## src/rtl/prog_loader.sv

```systemverilog
// Boot loader: byte stream (len, LE words, xor checksum) -> instruction memory load port.
// Latency: word written the cycle after its 4th byte is accepted; done one cycle after CHK.
// Backpressure: rx_ready drops in the write cycle and while idle/done/error; bytes are held upstream.
module prog_loader #(
    parameter int          word_width      = 32,
    parameter int          inst_addr_width = 12,
    parameter int unsigned base_addr       = 0
) (
    input  logic                  clk,
    input  logic                  reset,
    input  logic                  start,
    input  logic [7:0]            rx_data,
    input  logic                  rx_valid,
    output logic                  rx_ready,
    output logic                  lden,
    output logic [word_width-1:0] inst_ld_addr,
    output logic [word_width-1:0] inst_ld_data,
    output logic                  cpu_hold,
    output logic                  done,
    output logic                  err
);

    // Word capacity of instruction memory, widened so a 16-bit count can exceed it.
    localparam logic [16:0] capacity = 17'(1 << (inst_addr_width - 2));

    typedef enum logic [2:0] {
        IDLE, S_LEN_LO, S_LEN_HI, S_DATA, S_WRITE, S_CHK, DONE, ERROR
    } state_t;

    state_t      state, state_nxt;
    logic [7:0]  len_lo;
    logic [15:0] len;
    logic [15:0] word_cnt;
    logic [1:0]  byte_cnt;
    logic [23:0] word_buf;
    logic [7:0]  xor_acc;
    logic        accept;
    logic        launch;
    logic [16:0] len_rx;

    assign accept = rx_valid && rx_ready;
    assign len_rx = {1'b0, rx_data, len_lo};
    // A start only counts when the loader is not mid-image.
    assign launch = start && (state == IDLE || state == DONE || state == ERROR);

    // State register.
    always_ff @(posedge clk) begin
        if (reset) state <= IDLE;
        else       state <= state_nxt;
    end

    // Next-state logic.
    always_comb begin
        state_nxt = state;
        case (state)
            IDLE, DONE, ERROR: if (start) state_nxt = S_LEN_LO;
            S_LEN_LO:          if (accept) state_nxt = S_LEN_HI;
            S_LEN_HI: begin
                if (accept) begin
                    if (len_rx > capacity)   state_nxt = ERROR;
                    else if (len_rx == 17'd0) state_nxt = S_CHK;
                    else                     state_nxt = S_DATA;
                end
            end
            S_DATA:  if (accept && byte_cnt == 2'd3) state_nxt = S_WRITE;
            // word_cnt is bumped this cycle, so compare against the post-write count.
            S_WRITE: state_nxt = (word_cnt + 16'd1 == len) ? S_CHK : S_DATA;
            S_CHK:   if (accept) state_nxt = (rx_data == xor_acc) ? DONE : ERROR;
            default: state_nxt = IDLE;
        endcase
    end

    // Datapath and registered outputs, all derived from the state being entered.
    always_ff @(posedge clk) begin
        if (reset) begin
            len_lo       <= '0;
            len          <= '0;
            word_cnt     <= '0;
            byte_cnt     <= '0;
            word_buf     <= '0;
            xor_acc      <= '0;
            rx_ready     <= 1'b0;
            lden         <= 1'b0;
            inst_ld_addr <= '0;
            inst_ld_data <= '0;
            cpu_hold     <= 1'b0;
            done         <= 1'b0;
            err          <= 1'b0;
        end else begin
            rx_ready <= (state_nxt == S_LEN_LO) || (state_nxt == S_LEN_HI) ||
                        (state_nxt == S_DATA)   || (state_nxt == S_CHK);
            lden     <= (state_nxt == S_WRITE);

            if (launch) begin
                xor_acc  <= '0;
                word_cnt <= '0;
                byte_cnt <= '0;
                cpu_hold <= 1'b1;
                done     <= 1'b0;
                err      <= 1'b0;
            end

            if (accept && state == S_LEN_LO) begin
                len_lo  <= rx_data;
                xor_acc <= xor_acc ^ rx_data;
            end
            if (accept && state == S_LEN_HI) begin
                len     <= {rx_data, len_lo};
                xor_acc <= xor_acc ^ rx_data;
            end

            if (accept && state == S_DATA) begin
                xor_acc  <= xor_acc ^ rx_data;
                byte_cnt <= byte_cnt + 2'd1;
                case (byte_cnt)
                    2'd0:    word_buf[7:0]   <= rx_data;
                    2'd1:    word_buf[15:8]  <= rx_data;
                    2'd2:    word_buf[23:16] <= rx_data;
                    default: begin
                        inst_ld_data <= {rx_data, word_buf};
                        inst_ld_addr <= word_width'(base_addr) +
                                        word_width'({word_cnt, 2'b00});
                    end
                endcase
            end

            if (state == S_WRITE)
                word_cnt <= word_cnt + 16'd1;

            if (state != DONE && state_nxt == DONE) begin
                done     <= 1'b1;
                cpu_hold <= 1'b0;
            end
            if (state != ERROR && state_nxt == ERROR)
                err <= 1'b1;
        end
    end

endmodule

```

## config.mk

```make
export PLATFORM = sky130hd
export DESIGN_NAME = prog_loader
export DESIGN_NICKNAME = d
export VERILOG_FILES = /design/src/rtl/prog_loader.sv
export SDC_FILE = /design/constraint.sdc
export NUM_CORES = 1
export LEC_CHECK = 0
export ABC_AREA = 1
export BUFFER_PORTS_ARGS = -buffer_cell sky130_fd_sc_hd__buf_2
export CAP_MARGIN = 40
export CELL_PAD_IN_SITES_DETAIL_PLACEMENT = 1
export CELL_PAD_IN_SITES_GLOBAL_PLACEMENT = 2
export CORE_UTILIZATION = 32
export CTS_CLUSTER_DIAMETER = 60
export DETAILED_ROUTE_END_ITERATION = 8
export PLACE_DENSITY = 0.74
export SLEW_MARGIN = 20
export SYNTH_ARGS = -nofsm -noshare
export SYNTH_HDL_FRONTEND = slang
export SYNTH_SLANG_ARGS = --single-unit
```

## constraint.sdc

```tcl
create_clock -name clk -period 2.16 [get_ports clk]
set_input_delay 0.216 -clock clk [delete_from_list [all_inputs] [get_ports clk]]
set_output_delay 0.216 -clock clk [all_outputs]
set_load 0.05 [all_outputs]
```

---- After elaboration in Yosys (flattened, before gate mapping) ----
Index checks and enable logic that the tools add are counted.
word-level totals
  register bits ........................... 130
  bits of input ports ..................... 12
  output and inout bits ................... 69
  logic and storage cells ................. 91
operators by class
  add/subtract/negate cells ............... 2
  magnitude comparators ................... 1
  equal/unequal tests ..................... 21
  multiplexer cells ....................... 21
  bitwise gates (word level) .............. 2
  reductions and logical operators ........ 28
operators with widths
  cell                                                                     number
  16-bit two-way mux                                                       2
  8-bit two-way mux                                                        4
  3-bit equality test (second input constant)                              8
  3-bit two-way mux                                                        8
  3-bit case mux with 6 select lines                                       1
  17-bit logical NOT                                                       1
  16-bit by 1-bit adder with 16-bit output (second input constant)         1
  16-bit equality test                                                     1
  16-bit by 11-bit > comparator with 1-bit output (second input constant)  1
  3-bit by 2-bit equality test with 1-bit output (second input constant)   4
  8-bit equality test                                                      1
  1-bit logical AND                                                        8
  2-bit AND reduction                                                      4
  2-bit nonzero test                                                       4
  8-bit XOR                                                                1
  3-bit by 1-bit equality test with 1-bit output (second input constant)   2
  3-bit != test (second input constant)                                    2
  3-bit OR reduction                                                       2
  1-bit logical OR                                                         5
  2-bit equality test (second input constant)                              2
  1-bit two-way mux                                                        4
  2-bit two-way mux                                                        2
  4-bit nonzero test                                                       1
  3-bit logical NOT                                                        1
  other kinds (5)                                                          5

---- Depth between registers and ports, before layout ----
Gate-level depths: netlist of run 1.
  depth in word-level cells ............... 9
  mapped depth ............................ 17
  depth with buffers taken out ............ 17

---- Worst setup path before layout of run 1 ----
OpenSTA, ideal clock, no wires.
  path type ............................... reg2reg
  start ................................... register rx_ready
  end ..................................... register inst_ld_data[20]
  setup time .............................. 0.070 ns
  data arrival time ....................... 1.990 ns
  required time ........................... 2.090 ns
  path slack .............................. 0.100 ns
  stages on the path, launching flop included .. 9
  path buffers ............................ 2
  period minus slack after synthesis ...... 2.060 ns
  cell sequence ........................... dfxtp_1 -> nand2_1 -> nor2_1 -> inv_1 -> nor2_2 -> buf_2 -> clkbuf_1 -> o21ai_0 -> a21oi_1
on the way
  cells in the longest elaborated chain, start to end .. 3
RTL lines
  what                                  line  text
  start: declaration                    14    output logic rx_ready,
  start signal: assignment              90    rx_ready <= (state_nxt == S_LEN_LO) || (state_nxt == S_LEN_HI) ||
  1-bit logical AND                     41    assign accept = rx_valid && rx_ready;
  1-bit logical AND                     112   if (accept && state == S_DATA) begin
  2-bit AND reduction (no source line)  n/a
  end signal: assignment                120   inst_ld_data <= {rx_data, word_buf};
  end: declaration                      17    output logic [word_width-1:0] inst_ld_data,
Every way passes these cells.
A chain may end at the register's enable or synchronous reset.

---- Final worst setup path of run 1 ----
  start ................................... register word_cnt[1]
  end ..................................... register cpu_hold
on the way
  cells in the longest elaborated chain, start to end .. 7
RTL lines
  what                                      line  text
  start: declaration                        33    logic [15:0] word_cnt;
  start signal: assignment                  128   word_cnt <= word_cnt + 16'd1;
  16-bit by 1-bit adder with 16-bit output  67    S_WRITE: state_nxt = (word_cnt + 16'd1 == len) ? S_CHK : S_DATA;
  16-bit equality test                      67
  3-bit two-way mux                         67
  3-bit case mux with 6 select lines        55    case (state)
  3-bit equality test                       130   if (state != DONE && state_nxt == DONE) begin
  1-bit logical AND                         130
  2-bit OR reduction (no source line)       n/a
  end signal: assignment                    86    cpu_hold <= 1'b0;
  end signal: assignment                    98    cpu_hold <= 1'b1;
  end signal: assignment                    132   cpu_hold <= 1'b0;
  end: declaration                          18    output logic cpu_hold,
Every way passes these cells.

==> run metrics, run 1 <==
synth top area cells dfxtp_1, a21oi_1, o21ai_0; post-synthesis sequential area ratio between 40% and 50%; DR vias roughly 5300; largest net degree at the start of global routing 100; headroom to the max-slew limit roughly 62%; syn avg cell area between 7 and 8 sq um; Hold Buf Count CTS 0; post-synthesis adder-cell area fraction 1.09%; Row Count 48; first-pass GRT wire length around 27 mm; CP arrival between 2 and 2.5 ns; Crit path required time between 2 and 2.5 ns; initial DRC count 165; slowest CP cell dfxtp_4; Hold Path Depth 3; r2r startpoint word_cnt[1]$_SDFFE_PP0P_; final setup margin -0.00964 ns; I/O Pins 81; delay-heaviest family, CP simple AND/OR/NAND/NOR gates; Detail Placement HPWL 11.7 mm; ant diodes 0; PortBufs 64; share of layout cells above drive strength 1 between 10% and 20%; Leak Pwr ~3 nW; Filler cells roughly 2200; routed wire length 16.9 mm; Ys Warns 0; leading area contributor after synthesis dfxtp_1; reg-to-reg slack, setup -0.01 ns; CP bufs+invs 5; Nets 870; placed cell area 0.00637 sq mm; die area 0.0185 sq mm; H-tree levels 4; Clock Path Buffers 2; CP Cell Sequence buf_4, nand2_2, nor2_4, buf_12, nand3_4, clkinv_1, nand2_1, nand2_1, buf_4, nand3b_1, nand2_1, nor2_4, nand3_2, a21oi_4, nand3_2, nand2_1, inv_1; Peak VDD IR around 0.00056 V; instance count of the mapped netlist 774; Core ar. approximately 0.017 sq mm; critical-path maximum fanout 11; Max Fclk around 460 MHz; Final TNS setup -0.00964 ns; initial core utilization about a third; grt ovf 0; max_cap viols 0; DRC violations left 0; xor/xnor share of the synthesized area under 10%; worst hold start rx_data[4]; clk_lat worst skew 0.42 ns; CP peak stage delay 0.36 ns; area of the multi-input gates 0.00267 sq mm; die width 136 um; Synth Cell Area 0.00574 sq mm; Final Skew 0.00808 ns; min-delay worst type in2reg; Hold Path End len[12]$_SDFFE_PP0P_; worst r2r path cells 17; post-synthesis async set-or-reset flop share 0%; CTS tree yes; post-route minimum period about 2.2 ns; Post-Synth Simple-Gate Area 21.2%; final hold violations 0; die span in y 136 um; crit-path most repeated cell nand2_1; status finished with violations; worst slew pin tran between 0.5 and 0.6 ns; RSZ-0062 raised after global routing yes; final period utilization 100%; Avg Vias per Cell between 4 and 5; Synth top area share 45.4%; combinational family with the most area after synthesis simple AND/OR/NAND/NOR gates; violated checks negative setup slack; Crit. End Element register; vias in the first global route roughly 5300; CTS root buffer clkbuf_16; synthesized flop and latch total between 100 and 150; Setup crit start kind register; Final Wtd Congestion slightly below 0.8; final cell area excluding filler cells roughly 0.0071 sq mm; final setup violation count 1; Num Clock Sinks 130; initial antenna violation count 0; main flop type after synthesis dfxtp_1; routed len/inst around 15 um; post-synthesis compound-gate area fraction roughly a fifth; Worst-path clk slew 0.06 ns; FF+latch area 0.00262 sq mm; area delta synth->final 23.6%; CP Class reg2reg; CTS buffer count 17; Pins Over Slew Limit 0; Post-synth EDFFs 0; synth unique cells 37; mux contribution to synthesized area 0%; Cells after DPL roughly 1100; GRT Util Overall between 10% and 20%; fin cells approximately 1100; Pwr Density between 900 and 1000 mW/mm^2; remaining antenna violation count 0; synth cell count leaders dfxtp_1, nand2_1, a21oi_1; 1st-pass router iterations 4; R2R Path End cpu_hold$_SDFFE_PP0P_
-- final cells by class --
class	instances	share of cell area (%)
multi-input combinational	518	37.7
clock buffer	20	6.44
tap	225	3.97
inverter	89	4.71
clock inverter	12	1.69
sequential	130	36.9
timing repair buffer	97	8.54
-- stage by stage --
stage	setup WS, ns	power [mW]	utilization (%)	hold WS, ns
2_1_floorplan	0.0997	3.61	-	0.364
5_1_grt	-0.142	7.23	40.7	0.177
3_5_place_dp	-0.182	3.99	36.6	0.447
6_report	-0.00964	6.85	40.7	0.179
4_1_cts	-0.0448	6.92	40.4	0.158
3_3_place_gp	-0.0875	3.96	36.6	0.439
-- where the power goes --
part | leakage, nW | switching (mW) | internal [mW]
Clock | 0.279 | 1.15 | 1.67
Sequential | 1.05 | 0.0960 | 2.52
Combinational | 1.67 | 1.00 | 0.423
-- worst max-delay path by stage --
stage,from,endpoint,slack [ns],cells past startpoint
after floorplan,rx_ready$_SDFF_PP0_,inst_ld_data[20]$_SDFFE_PP0P_,0.1,8
after global placement,word_cnt[0]$_SDFFE_PP0P_,cpu_hold$_SDFFE_PP0P_,-0.09,16
after detailed placement,word_cnt[0]$_SDFFE_PP0P_,cpu_hold$_SDFFE_PP0P_,-0.18,16
after CTS,word_cnt[1]$_SDFFE_PP0P_,cpu_hold$_SDFFE_PP0P_,-0.04,16
after global routing,word_cnt[0]$_SDFFE_PP0P_,cpu_hold$_SDFFE_PP0P_,-0.14,14
final,word_cnt[1]$_SDFFE_PP0P_,cpu_hold$_SDFFE_PP0P_,-0.01,17
-- metal layers --
metal  up-vias  global-route usage [%]  share of wire, %
li1       2685                       -                 -
met1      2541                    23.1                45
met2        70                    33.4                50
met3        18                    5.37               3.2
met4         0                    6.67               1.7
met5         -                       0                 0
-- state kept, by name, indices dropped and copies added (netlist names) --
signal and cells:
byte_cnt 2, cpu_hold 1, done 1, err 1, inst_ld_addr 16, inst_ld_data 32, lden 1, len 16
len_lo 8, rx_ready 1, state 3, word_buf 24, word_cnt 16, xor_acc 8
-- worst register-to-register path: stages, from the launching register on --
cell      delay [ns]
dfxtp_4         0.36
buf_4           0.14
nand2_2         0.07
nor2_4          0.04
buf_12          0.14
nand3_4         0.09
clkinv_1        0.08
nand2_1         0.06
nand2_1         0.07
buf_4           0.14
nand3b_1        0.07
nand2_1         0.09
nor2_4          0.18
nand3_2         0.12
a21oi_4         0.19
nand3_2         0.11
nand2_1         0.08
inv_1           0.04
-- logic make-up (layout without fill, tap and decap cells) --
family	after synthesis	count (layout)
AND/OR/NAND/NOR	260	260
flip-flops	130	130
adder cells (fa/ha/maj)	5	5
XOR/XNOR	10	10
AO/OA/AOI/OAI	227	227
buffers and inverters	141	218
other	1	16
-- timing repair --
| item | 4_1_cts | 5_1_grt |
|---|---|---|
| setup endpoints to repair | 6 | 6 |
| setup buffers | 5 | 1 |
| endpoints found under the hold margin | 0 | 0 |
| resized for setup | 18 | 11 |
| pin swaps | 13 | 8 |
-- cells in the final DEF, fill, tap and decap left out, drive strengths merged --
cell      instances
clkinvlp          2
a21oi           123
o31ai             1
conb             16
bufinv            1
dfxtp           130
nor3b             1
inv              94
nand4            11
nor4              5
nand3b            5
a2111oi           1
clkbuf           20
o21a              2
xnor2             1
a211oi            1
clkinv            4
nor2             50
buf              97
xor2              9
ha                5
nand3            51
o21ai            99
nand2           135
nor3              2
No activity file was read; power rests on OpenSTA's default activity.
==> inputs of run 2 (changes only) <==
Settings changed: TNS_END_PERCENT from default to 20.
==> run 2 against run 1 <==
The flow still finishes with violations (negative setup slack). Utilization unchanged. Largest cell class unchanged. Register-to-register slack about the same. Critical path depth unchanged. Non-clock buffer count unchanged. Die area unchanged. First-iteration DRC count up 1.2%.
==> run metrics, run 2 (synthesis results as in run 1) <==
max reg flops 32 (unchanged); vias in the first global route 5301 (unchanged); Setup crit start kind register; CTS tree yes; CP arrival 2.49 ns (about the same); Hold Path Depth 3 (unchanged); Final Wtd Congestion 0.774 (unchanged); PortBufs 64 (unchanged); R2R Path End cpu_hold$_SDFFE_PP0P_; die width 136 um (unchanged); reg-to-reg slack, setup -0.009 ns (about the same); Max Fclk 461 MHz (about the same); CP Class reg2reg; Int Pwr 4.61 mW (about the same); post-route minimum period 2.17 ns (-0.000230 ns); Peak VDD IR 0.000561 V (about the same); largest net degree at the start of global routing 100 (unchanged); Num Clock Sinks 130 (unchanged); Seq pwr share 38.2% (about the same); share of layout cells above drive strength 1 20.0% (unchanged); Crit. End Element register; Final TNS setup -0.00941 ns (+0.000230 ns); initial DRC count 167 (+1.2%); final cell area excluding filler cells 0.00709 sq mm (unchanged); Clk network pwr share 41.0% (about the same); worst r2r path cells 17 (unchanged); routed len/inst 15.4 um (about the same); remaining antenna violation count 0 (unchanged); CTS root buffer clkbuf_16; Largest regs inst_ld_data: 32 flops, word_buf: 24 flops; I/O Pins 81 (unchanged); Detail Placement HPWL 11.7 mm (unchanged); fin util 40.7% (unchanged); grt ovf 0 (unchanged); most frequent cells in the layout nand2_1, dfxtp_1, a21oi_1, o21ai_0, inv_1; initial core utilization 32.9% (unchanged); initial antenna violation count 0 (unchanged); first-pass GRT wire length 27.2 mm (unchanged); switching pwr 2.24 mW (about the same); Worst-path clk slew 0.06 ns (about the same); die span in y 136 um (unchanged); final setup violation count 1 (unchanged); Clock Path Buffers 2 (unchanged); final hold violations 0 (unchanged); pre-CTS setup slack -0.182 ns (unchanged); headroom to the max-slew limit 62.4% (unchanged); Final Skew 0.00830 ns (+0.000226 ns); final period utilization 100% (about the same); worst hold start rx_data[4]; worst slew pin tran 0.561 ns (unchanged); RSZ-0062 raised after global routing yes; Leak Pwr 3.01 nW (unchanged); GRT Util Overall 19.4% (unchanged); die area 0.0185 sq mm (unchanged); final setup margin -0.00941 ns (+0.000230 ns); H-tree levels 4 (unchanged); ant diodes 0 (unchanged); status finished with violations; Avg Vias per Cell 4.87 (about the same); Filler cells 2165 (unchanged); Hold Path End len[12]$_SDFFE_PP0P_; 1st-pass router iterations 4 (unchanged); DRC violations left 0 (unchanged); violated checks negative setup slack; CTS buffer count 17 (unchanged); Comb pwr share 20.8% (about the same); switching power share of the total 32.7% (about the same); Row Count 48 (unchanged); Largest Register inst_ld_data; clk_lat worst skew 0.43 ns (about the same); Nets 870 (unchanged); placed cell area 0.00637 sq mm (unchanged); area delta synth->final 23.6% (unchanged); Pins Over Slew Limit 0 (unchanged); Crit path required time 2.49 ns (about the same); min-delay worst type in2reg; routed wire length 16.8 mm (about the same); max_cap viols 0 (unchanged); Pwr Density 967 mW/mm^2 (about the same); critical-path maximum fanout 11 (unchanged); Core ar. 0.0174 sq mm (unchanged); commonest non-fill, non-tap cell in the layout nand2_1; crit path launch word_cnt[1]$_SDFFE_PP0P_; r2r startpoint word_cnt[1]$_SDFFE_PP0P_; DR vias 5315 (+0.019%)
run 2: cell counts in the layout (fill, tap and decap cells not counted):
Identical to the previous run, type by type.
run 2: layout make-up:
class / instances / area (sq um) / share of cell area (%)
Sequential cell: 130 / 2620 / 36.9
Tap cell: 225 / 282 / 3.97
Timing Repair Buffer: 97 / 606 / 8.54
Clock inverter: 12 / 120 / 1.69
Inverter: 89 / 334 / 4.71
Clock buffer: 20 / 457 / 6.44
Multi-Input combinational cell: 518 / 2670 / 37.7
run 2: worst max path at each step:
stage,endpoint,slack [ns],depth (start not counted)
finish,cpu_hold$_SDFFE_PP0P_,-0.009,17
global route,cpu_hold$_SDFFE_PP0P_,-0.14,14
CTS,cpu_hold$_SDFFE_PP0P_,-0.04,16
detailed placement,cpu_hold$_SDFFE_PP0P_,-0.18,16
global placement,cpu_hold$_SDFFE_PP0P_,-0.09,16
floorplan,inst_ld_data[20]$_SDFFE_PP0P_,0.1,8
run 2: metal layers:
metal / vias up / GRT usage (%) / routed length [um]
met1: 2542 / 23.1 / 7640
met3: 18 / 5.37 / 547
met5: - / 0 / 0
met4: 0 / 6.67 / 284
li1: 2685 / - / -
met2: 70 / 33.4 / 8380
run 2: power by group through the flow:
stage          Combinational (mW)  Clock, mW  Sequential [mW]
6_report                     1.42       2.81             2.62
5_1_grt                      1.57       3.03             2.63
4_1_cts                      1.39       2.91             2.62
3_5_place_dp                 1.33          0             2.67
3_3_place_gp                 1.30          0             2.66
2_1_floorplan               0.886          0             2.72
run 2: critical path, stage by stage (launching register included):
cell and delay (ns):
dfxtp_4 0.36, buf_4 0.14, nand2_2 0.07, nor2_4 0.04
buf_12 0.14, nand3_4 0.09, clkinv_1 0.08, nand2_1 0.06
nand2_1 0.07, buf_4 0.14, nand3b_1 0.07, nand2_1 0.09
nor2_4 0.18, nand3_2 0.11, a21oi_4 0.19, nand3_2 0.11
nand2_1 0.08, inv_1 0.04
run 2: repair_timing:
item | in CTS | in global routing
setup endpoints to repair | 6 | 6
hold buffers | 0 | 0
pin swaps | 13 | 8
buffers inserted | 5 | 1
gates resized for setup | 18 | 11
run 2: through the flow:
| stage | hold WS [ns] | power, mW | cells |
|---|---|---|---|
| CTS | 0.158 | 6.92 | 1090 |
| detailed placement | 0.447 | 3.99 | 1053 |
| global route | 0.177 | 7.23 | 1091 |
| floorplan | 0.364 | 3.61 | 789 |
| global placement | 0.439 | 3.96 | 1053 |
| finish | 0.178 | 6.85 | 1091 |
